**config.mk**
```make
export PLATFORM = sky130hd
export DESIGN_NAME = multi_edge_detector_flat
export DESIGN_NICKNAME = d
export VERILOG_FILES = /design/src/rtl/multi_edge_detector_if.sv /design/src/rtl/multi_edge_detector.sv /design/src/flat_wrapper.sv
export SDC_FILE = /design/constraint.sdc
export NUM_CORES = 1
export LEC_CHECK = 0
export CORE_ASPECT_RATIO = 0.75
export CORE_MARGIN = 4
export CORE_UTILIZATION = 52
export CTS_BUF_LIST = sky130_fd_sc_hd__clkbuf_8
export CTS_CLUSTER_DIAMETER = 150
export CTS_CLUSTER_SIZE = 16
export DETAILED_ROUTE_END_ITERATION = 8
export PLACE_DENSITY = 0.91
export SETUP_SLACK_MARGIN = 0.15
export SLEW_MARGIN = 10
export SYNTH_ARGS = -nofsm -noshare
export SYNTH_HDL_FRONTEND = slang
export SYNTH_SLANG_ARGS = --single-unit
```
**constraint.sdc**
```tcl
create_clock -name clk -period 3.8 [get_ports clk]
set_input_delay 0.76 -clock clk [delete_from_list [all_inputs] [get_ports clk]]
set_output_delay 0.76 -clock clk [all_outputs]
set_load 0.005 [all_outputs]
```
**src/rtl/multi_edge_detector_if.sv**
```systemverilog
// -----------------------------------------------------------------------------
// multi_edge_detector_if
// Groups the per-channel inputs and the event outputs of multi_edge_detector.
//   level    [N]     asynchronous level inputs, bit i = channel i
//   mode     [2N]    per-channel select {falling_en, rising_en} at [2i+1:2i]
//   clr      [N]     per-channel pending clear (level-sensitive)
//   cnt_clr          event counter clear
//   tick     [N]     one-cycle event pulse per channel
//   edge_pol [N]     polarity of the event, 1 = rising (valid with tick)
//   pend     [N]     sticky per-channel event flag
//   evt_cnt  [CNT_W] saturating total event count
// master drives the inputs and observes the outputs; slave is the detector.
// -----------------------------------------------------------------------------
interface multi_edge_detector_if #(
  parameter int N     = 4,
  parameter int CNT_W = 16
);
  logic [N-1:0]     level;
  logic [2*N-1:0]   mode;
  logic [N-1:0]     clr;
  logic             cnt_clr;
  logic [N-1:0]     tick;
  logic [N-1:0]     edge_pol;
  logic [N-1:0]     pend;
  logic [CNT_W-1:0] evt_cnt;

  modport master (
    output level, mode, clr, cnt_clr,
    input  tick, edge_pol, pend, evt_cnt
  );

  modport slave (
    input  level, mode, clr, cnt_clr,
    output tick, edge_pol, pend, evt_cnt
  );
endinterface

```
**src/rtl/multi_edge_detector.sv**
```systemverilog
// -----------------------------------------------------------------------------
// multi_edge_detector
// N independent channels, each: synchroniser chain -> glitch filter -> edge
// detector with per-channel mode, sticky pending flag; a shared saturating
// counter totals all reported events.
// Ports:
//   clk    single clock, all state on the rising edge
//   reset  asynchronous active-high reset
//   bus    slave side of multi_edge_detector_if (level/mode/clr/cnt_clr in,
//          tick/edge_pol/pend/evt_cnt out)
// Latency from a clean level change (first sampled at edge E1) to tick is
// SYNC_STAGES + FILT_LEN edges.
// -----------------------------------------------------------------------------
module multi_edge_detector #(
  parameter int N           = 4,
  parameter int SYNC_STAGES = 2,
  parameter int FILT_LEN    = 3,
  parameter int CNT_W       = 16
) (
  input  logic                   clk,
  input  logic                   reset,
  multi_edge_detector_if.slave   bus
);

  // Filter counter only needs to reach FILT_LEN-1 before acceptance.
  localparam int FC_W = $clog2(FILT_LEN + 1);
  localparam logic [FC_W-1:0] FC_LAST = FC_W'(FILT_LEN - 1);

  // Counter arithmetic is done 6 bits wider so base + popcount (<= 32)
  // can never overflow before the saturation compare.
  localparam int SUM_W = CNT_W + 6;
  localparam logic [SUM_W-1:0] CNT_MAX = {{(SUM_W-CNT_W){1'b0}}, {CNT_W{1'b1}}};

  logic [N-1:0]     tick_q,     tick_d;
  logic [N-1:0]     edge_pol_q, edge_pol_d;
  logic [N-1:0]     pend_q,     pend_d;
  logic [CNT_W-1:0] evt_cnt_q,  evt_cnt_d;

  // ---------------------------------------------------------------------------
  // Per-channel datapath
  // ---------------------------------------------------------------------------
  for (genvar gi = 0; gi < N; gi++) begin : g_ch
    logic [SYNC_STAGES-1:0] sync_q, sync_d;
    logic                   filt_q, filt_d;
    logic [FC_W-1:0]        fc_q,   fc_d;
    logic                   sync_lvl;
    logic                   accept;
    logic [1:0]             ch_mode;
    logic                   ch_tick_d;
    logic                   ch_pol_d;
    logic                   ch_pend_d;

    // Bit 0 of the chain takes the raw input; the MSB is the synchronised level.
    assign sync_d   = {sync_q[SYNC_STAGES-2:0], bus.level[gi]};
    assign sync_lvl = sync_q[SYNC_STAGES-1];
    assign ch_mode  = bus.mode[2*gi +: 2];

    // Glitch filter: a new level must be seen on FILT_LEN consecutive edges.
    // Any edge where sync matches filt restarts the count, so short
    // excursions never reach acceptance.
    always_comb begin
      filt_d = filt_q;
      fc_d   = fc_q;
      accept = 1'b0;
      if (sync_lvl == filt_q) begin
        fc_d = '0;
      end else if (fc_q == FC_LAST) begin
        filt_d = sync_lvl;
        fc_d   = '0;
        accept = 1'b1;
      end else begin
        fc_d = fc_q + FC_W'(1);
      end
    end

    // Mode is looked at only on the acceptance edge. filt tracks the input
    // regardless of mode, so enabling a channel later cannot fire on a
    // stale difference.
    always_comb begin
      ch_tick_d = 1'b0;
      ch_pol_d  = edge_pol_q[gi];
      if (accept) begin
        if (sync_lvl && ch_mode[0]) begin
          ch_tick_d = 1'b1;
          ch_pol_d  = 1'b1;
        end else if (!sync_lvl && ch_mode[1]) begin
          ch_tick_d = 1'b1;
          ch_pol_d  = 1'b0;
        end
      end
    end

    // Setting wins over clearing on the same edge.
    always_comb begin
      ch_pend_d = pend_q[gi];
      if (ch_tick_d) begin
        ch_pend_d = 1'b1;
      end else if (bus.clr[gi]) begin
        ch_pend_d = 1'b0;
      end
    end

    assign tick_d[gi]     = ch_tick_d;
    assign edge_pol_d[gi] = ch_pol_d;
    assign pend_d[gi]     = ch_pend_d;

    always_ff @(posedge clk or posedge reset) begin
      if (reset) begin
        sync_q <= '0;
        filt_q <= 1'b0;
        fc_q   <= '0;
      end else begin
        sync_q <= sync_d;
        filt_q <= filt_d;
        fc_q   <= fc_d;
      end
    end
  end : g_ch

  // ---------------------------------------------------------------------------
  // Event counter: adds the ticks currently on the outputs, so each reported
  // pulse is counted exactly once on the edge after it appears.
  // ---------------------------------------------------------------------------
  logic [SUM_W-1:0] tick_pop;
  logic [SUM_W-1:0] cnt_base;
  logic [SUM_W-1:0] cnt_sum;

  always_comb begin
    tick_pop = '0;
    for (int i = 0; i < N; i++) begin
      tick_pop = tick_pop + SUM_W'(tick_q[i]);
    end
    cnt_base = bus.cnt_clr ? '0 : SUM_W'(evt_cnt_q);
    cnt_sum  = cnt_base + tick_pop;
    if (cnt_sum > CNT_MAX) begin
      evt_cnt_d = CNT_MAX[CNT_W-1:0];
    end else begin
      evt_cnt_d = cnt_sum[CNT_W-1:0];
    end
  end

  always_ff @(posedge clk or posedge reset) begin
    if (reset) begin
      tick_q     <= '0;
      edge_pol_q <= '0;
      pend_q     <= '0;
      evt_cnt_q  <= '0;
    end else begin
      tick_q     <= tick_d;
      edge_pol_q <= edge_pol_d;
      pend_q     <= pend_d;
      evt_cnt_q  <= evt_cnt_d;
    end
  end

  assign bus.tick     = tick_q;
  assign bus.edge_pol = edge_pol_q;
  assign bus.pend     = pend_q;
  assign bus.evt_cnt  = evt_cnt_q;

endmodule
```
**src/flat_wrapper.sv**
```systemverilog
// flat-port wrapper written by rule: the top's interface ports become plain ports
module multi_edge_detector_flat 
#(
  parameter int N           = 4,
  parameter int SYNC_STAGES = 2,
  parameter int FILT_LEN    = 3,
  parameter int CNT_W       = 16
)
  (clk, reset, bus_level, bus_mode, bus_clr, bus_cnt_clr, bus_tick, bus_edge_pol, bus_pend, bus_evt_cnt);
  multi_edge_detector_if #(.N(N), .CNT_W(CNT_W)) bus_i ();
  input  logic clk;
  input  logic reset;
  input wire logic [$bits(bus_i.level)-1:0] bus_level;
  input wire logic [$bits(bus_i.mode)-1:0] bus_mode;
  input wire logic [$bits(bus_i.clr)-1:0] bus_clr;
  input wire logic [$bits(bus_i.cnt_clr)-1:0] bus_cnt_clr;
  output wire logic [$bits(bus_i.tick)-1:0] bus_tick;
  output wire logic [$bits(bus_i.edge_pol)-1:0] bus_edge_pol;
  output wire logic [$bits(bus_i.pend)-1:0] bus_pend;
  output wire logic [$bits(bus_i.evt_cnt)-1:0] bus_evt_cnt;
  assign bus_i.level = bus_level;
  assign bus_i.mode = bus_mode;
  assign bus_i.clr = bus_clr;
  assign bus_i.cnt_clr = bus_cnt_clr;
  assign bus_tick = bus_i.tick;
  assign bus_edge_pol = bus_i.edge_pol;
  assign bus_pend = bus_i.pend;
  assign bus_evt_cnt = bus_i.evt_cnt;
  multi_edge_detector #(.N(N), .SYNC_STAGES(SYNC_STAGES), .FILT_LEN(FILT_LEN), .CNT_W(CNT_W)) u_core (.clk(clk), .reset(reset), .bus(bus_i));
endmodule
```
Word-level counts from Yosys, hierarchy flattened
Index checks and enable logic that the tools add are counted.
{ "word_totals": {"reg_bits": 48, "latch_bits": 0, "ram_bits": 0, "rom_bits": 0, "output_inout_bits": 28, "n_memories": 0} }
{ "op_classes": {"addsub": 8, "multipliers": 0, "div": 0, "magnitude_cmp": 1, "eq_ne": 8, "n_shift": 0, "mux": 46, "bitwise_logic": 4, "n_reduce_logical": 28} }
{ "ops": {"columns": ["operator", "n"], "rows": [
  ["22-bit by 1-bit adder with 22-bit output", 2],
  ["1-bit 2-to-1 mux", 36],
  ["16-bit 2-to-1 mux", 2],
  ["22-bit adder", 1],
  ["22-bit by 16-bit > comparator with 1-bit output (second input constant)", 1],
  ["2-bit 2-to-1 mux", 8],
  ["2-bit AND reduction", 8],
  ["2-bit nonzero test", 8],
  ["2-bit by 1-bit adder with 2-bit output (second input constant)", 4],
  ["2-bit equality test (second input constant)", 4],
  ["1-bit logical AND", 8],
  ["1-bit equality test", 4],
  ["1-bit zero test", 4],
  ["1-bit inverter", 4],
  ["1-bit by 1-bit adder with 2-bit output", 1]
]} }

Longest topological paths before layout
{ "logic_depth": {"depth_word": 6, "depth_mapped": 12, "depth_no_buf": 11} }

Least setup slack after synthesis
Ideal clock, no wire load.
{ "synth_timing": {"path_kind": "input -> register", "startpoint": "in bus_cnt_clr", "endpoint": "reg u_core.evt_cnt_q[14], in the netlist u_core.bus.evt_cnt[14]", "setup_ps": 128, "arrival_ps": 3136, "t_required_ps": 3672, "setup_slack_ps": 536, "path_stages": 11, "cell_sequence": "buf_2 > nand2b_1 > fa_1 > inv_1 > ha_1 > inv_1 > fa_1 > nand2b_4 > a2111oi_4 > and4_2 > a211oi_2"} }
{ "synth_via": {"elab_chain_len": 4} }
{ "synth_lines": {"columns": ["item", "line", "rtl"], "rows": [
  ["start: declaration", "flat_wrapper.sv:16", "input wire logic [$bits(bus_i.cnt_clr)-1:0] bus_cnt_clr;"],
  ["16-bit 2-to-1 mux (*)", "multi_edge_detector.sv:133", "cnt_base = bus.cnt_clr ? '0 : SUM_W'(evt_cnt_q);"],
  ["22-bit adder (*)", "multi_edge_detector.sv:134", "cnt_sum = cnt_base + tick_pop;"],
  ["22-bit by 16-bit > comparator with 1-bit output", "multi_edge_detector.sv:135", "if (cnt_sum > CNT_MAX) begin"],
  ["16-bit 2-to-1 mux (*)", "multi_edge_detector.sv:135", null],
  ["named net u_core.evt_cnt_d[14]", "multi_edge_detector.sv:37", "logic [CNT_W-1:0] evt_cnt_q, evt_cnt_d;"],
  ["end signal: assignment", "multi_edge_detector.sv:152", "evt_cnt_q <= evt_cnt_d;"],
  ["end: declaration", "multi_edge_detector.sv:37", null]
]} }
The timed path passes the listed nets; every way through them passes the cells marked *.
A chain may end at the register's enable or synchronous reset.

Final worst setup path
{ "layout_timing": {"startpoint": "in bus_cnt_clr", "endpoint": "reg u_core.evt_cnt_q[5], in the netlist u_core.bus.evt_cnt[5]"} }
Same word-level chain as after synthesis.

==> impl_metrics.tcl <==
set metrics [dict create \
    rrSetupSlack_ps 650 \
    wl_per_cell_um 15.0 \
    multiInputGateArea_um2 965 \
    insertion_delay_ps 310 \
    grt_pass1_vias 1658 \
    ios 47 \
    dr.pass1.iters 4 \
    rows 20 \
    h-tree-depth 2 \
    gr-total-overflow 0 \
    syn_avg_cell_area_um2 11.6 \
    rsz0062_at_grt "no" \
    whs_ps 357 \
    whs_path_depth 0 \
    drive_gt1_share_pct 9.76 \
    fillers 325 \
    hold_path.class "reg -> reg" \
    cts_setup_buffers 0 \
    max_slew.worst_pin.slew_ps 952 \
    slowest_stage "fa_1" \
    numCtsBuffers 5 \
    grt_max_degree 49 \
    max_slew_margin_pct 36.5 \
    syn_nets 219 \
    r2r_cells 12 \
    clockRootBuffer "clkbuf_8" \
    final_common_cell "dfrtp_1" \
    r2r-end "u_core.bus.evt_cnt[5]" \
    drtIter0Drc 133 \
    cp.depth 12 \
    min_period_ps 3410 \
    ctsResizeCount 0 \
    slew_viol_final 0 \
    ys_seq_elements 48 \
    crit_buf_inv 4 \
    cp_cell_sequence "clkdlybuf4s50_1 > nand2b_1 > fa_1 > inv_1 > ha_1 > inv_1 > fa_1 > nand2b_4 > a2111oi_4 > buf_4 > nand2_2 > o21ai_0" \
    ant_nets 0 \
    netlist_area_mm2 0.00224 \
    dpl_cell_area_mm2 0.00277 \
    max_freq_ghz 0.293 \
    setup_viol 0 \
    required_ps 4020 \
    layout_common_cells "48 x dfrtp_1, 46 x clkdlybuf4s50_1, 15 x inv_1, 11 x o21ai_0" \
    cp_top_family "adder cells" \
    num_antenna_cells 0 \
    numPortBuffers 46 \
    post-route-period-util_pct 89.8 \
    worstSetupPathType "in -> reg" \
    crit_arrival_ps 3640 \
    die_w_um 83.8 \
    hold_viol_final 0 \
    synthCells 193 \
    peakVddDrop_mv 0.299 \
    p_leak_nw 1.31 \
    die_y_um 64.8 \
    max_stage_delay_ps 440 \
    cp-end-kind "flip-flop" \
    cts_buffer_depth 2 \
    worst_setup_path_start_kind "input pin" \
    worstHoldStart "u_core.g_ch[1].sync_q[0]" \
    r2r_start "u_core.bus.tick[0]" \
    status "finished, final reports clean" \
    hpwl_um 3300 \
    grt_pass1_wl_um 7810 \
    regArea_mm2 0.00120 \
    routed_wl_um 4500 \
    cts.clk_slew.worst_paths_ps 90 \
    design.core.area_mm2 0.00410 \
    cts_tree "done" \
    start_util_pct 54.6 \
    synthArstFlopShare_pct 100 \
    yosys_warnings 0 \
    synth_edf_count 0 \
    track_usage_pct 18.1 \
    finalSetupTns_ps 0 \
    maxCapViolCount 0 \
    pwr_density_cell_mw_per_mm2 442 \
    ys_types 39 \
    yosysSeqAreaShare_pct 53.6 \
    hold_end "u_core.g_ch[1].sync_q[1]" \
    cts.sinks 48 \
    nets 271 \
    dieArea_mm2 0.00543 \
    vias 1650 \
    synth-main-ff-cell "dfrtp_1" \
    syn_to_final_growth_pct 28.8 \
    ctsHoldBuffers 0 \
    antenna_found_initial 0 \
    finClkSkew_ps 6.30 \
    routabilityCongestion 0.883 \
    cp_max_fo 12 \
    final_area_mm2 0.00289 \
    vias_per_cell 5.48 \
    drc 0 \
]
synthesized netlist by cell type (2+ instances only):
master	number	area share (%)
a211o_1	2	0.78
a211oi_1	2	0.67
a211oi_2	2	1.1
a21o_1	8	2.7
a22o_1	3	1.2
a31oi_1	2	0.56
buf_2	2	0.45
dfrtp_1	48	54
fa_1	2	1.8
ha_1	5	2.8
inv_1	16	2.7
mux2_2	4	2.0
mux2i_1	4	1.8
nand2_1	10	1.7
nand2b_1	4	1.1
nand3_1	7	1.6
nand3b_1	3	1.0
nand4_1	2	0.56
nor2_1	4	0.67
nor2b_1	10	2.8
nor3_1	8	1.8
nor3b_1	7	2.3
nor4_1	2	0.56
o21ai_0	11	2.5
xnor2_1	10	3.9
xor2_1	2	0.78
worst reg2reg max path: stages (launching register included):
cell       delay, ps
dfrtp_1          390
ha_1             290
inv_1            100
fa_1             430
inv_1             70
ha_1             210
inv_1             70
fa_1             430
nand2b_4         190
a2111oi_4        400
buf_4            200
nand2_2          160
o21ai_0          140
flip-flops by register name, indices dropped and copies added, names as in the netlist:
name / count
u_core.bus.evt_cnt: 16
u_core.g_ch.fc_q: 8
u_core.g_ch.sync_q: 8
u_core.bus.edge_pol: 4
u_core.bus.pend: 4
u_core.bus.tick: 4
u_core.g_ch.filt_q: 4
cell families after synthesis:
logic type	Yosys count	synth area share, %
AOI/OAI and AO/OA	35	12.2
DFF	48	53.6
and+or+nand+nor	64	17.8
muxes	8	3.80
buffers and inverters	19	3.30
xor gates and xnor gates	12	4.69
adders and majority gates	7	4.58
metrics by stage:
stage | std cells | setup slack [ps] | total power, W | utilization [%]
floorplan | 193 | 536 | 0.000799 | -
global placement | 293 | 192 | 0.000890 | 67.5
detailed placement | 293 | 92.0 | 0.000908 | 67.5
CTS | 301 | 391 | 0.00129 | 70.3
finish | 301 | 388 | 0.00127 | 70.3
global route | 301 | 224 | 0.00134 | 70.3
metal layers:
| metal | vias to the layer above | global-route usage, % | routed length, µm |
|---|---|---|---|
| li1 | 776 | - | - |
| met1 | 806 | 22.8 | 1940 |
| met2 | 61 | 31.1 | 2220 |
| met3 | 7 | 4.83 | 294 |
| met4 | 0 | 4.82 | 46 |
| met5 | - | 0 | 0 |
how the worst max path moves through the flow:
stage | slack [ps] | end | from
finish | 390 | u_core.bus.evt_cnt[5] | bus_cnt_clr
detailed placement | 90 | u_core.bus.evt_cnt[2] | bus_cnt_clr
global placement | 190 | u_core.bus.evt_cnt[12] | bus_cnt_clr
global route | 220 | u_core.bus.evt_cnt[2] | bus_cnt_clr
CTS | 390 | u_core.bus.evt_cnt[5] | bus_cnt_clr
floorplan | 540 | u_core.bus.evt_cnt[14] | bus_cnt_clr
power breakdown:
group	switching, W	leakage, nW	internal (W)	total [W]
clock	0.000181	0.0548	0.000198	0.000379
sequential	0.0000629	0.615	0.000594	0.000657
combinational	0.0000952	0.640	0.000143	0.000238
total	0.000339	1.31	0.000936	0.00127
final cells by class:
type	count	area share, %
flip-flops and latches	48	41.6
multi-input cells	126	33.4
repair buffers	48	16.5
clock buffers	5	2.39
well taps	55	2.39
inverters	16	2.08
clock inverters	3	1.60
Note: power is estimated with default switching activity, not from simulation.
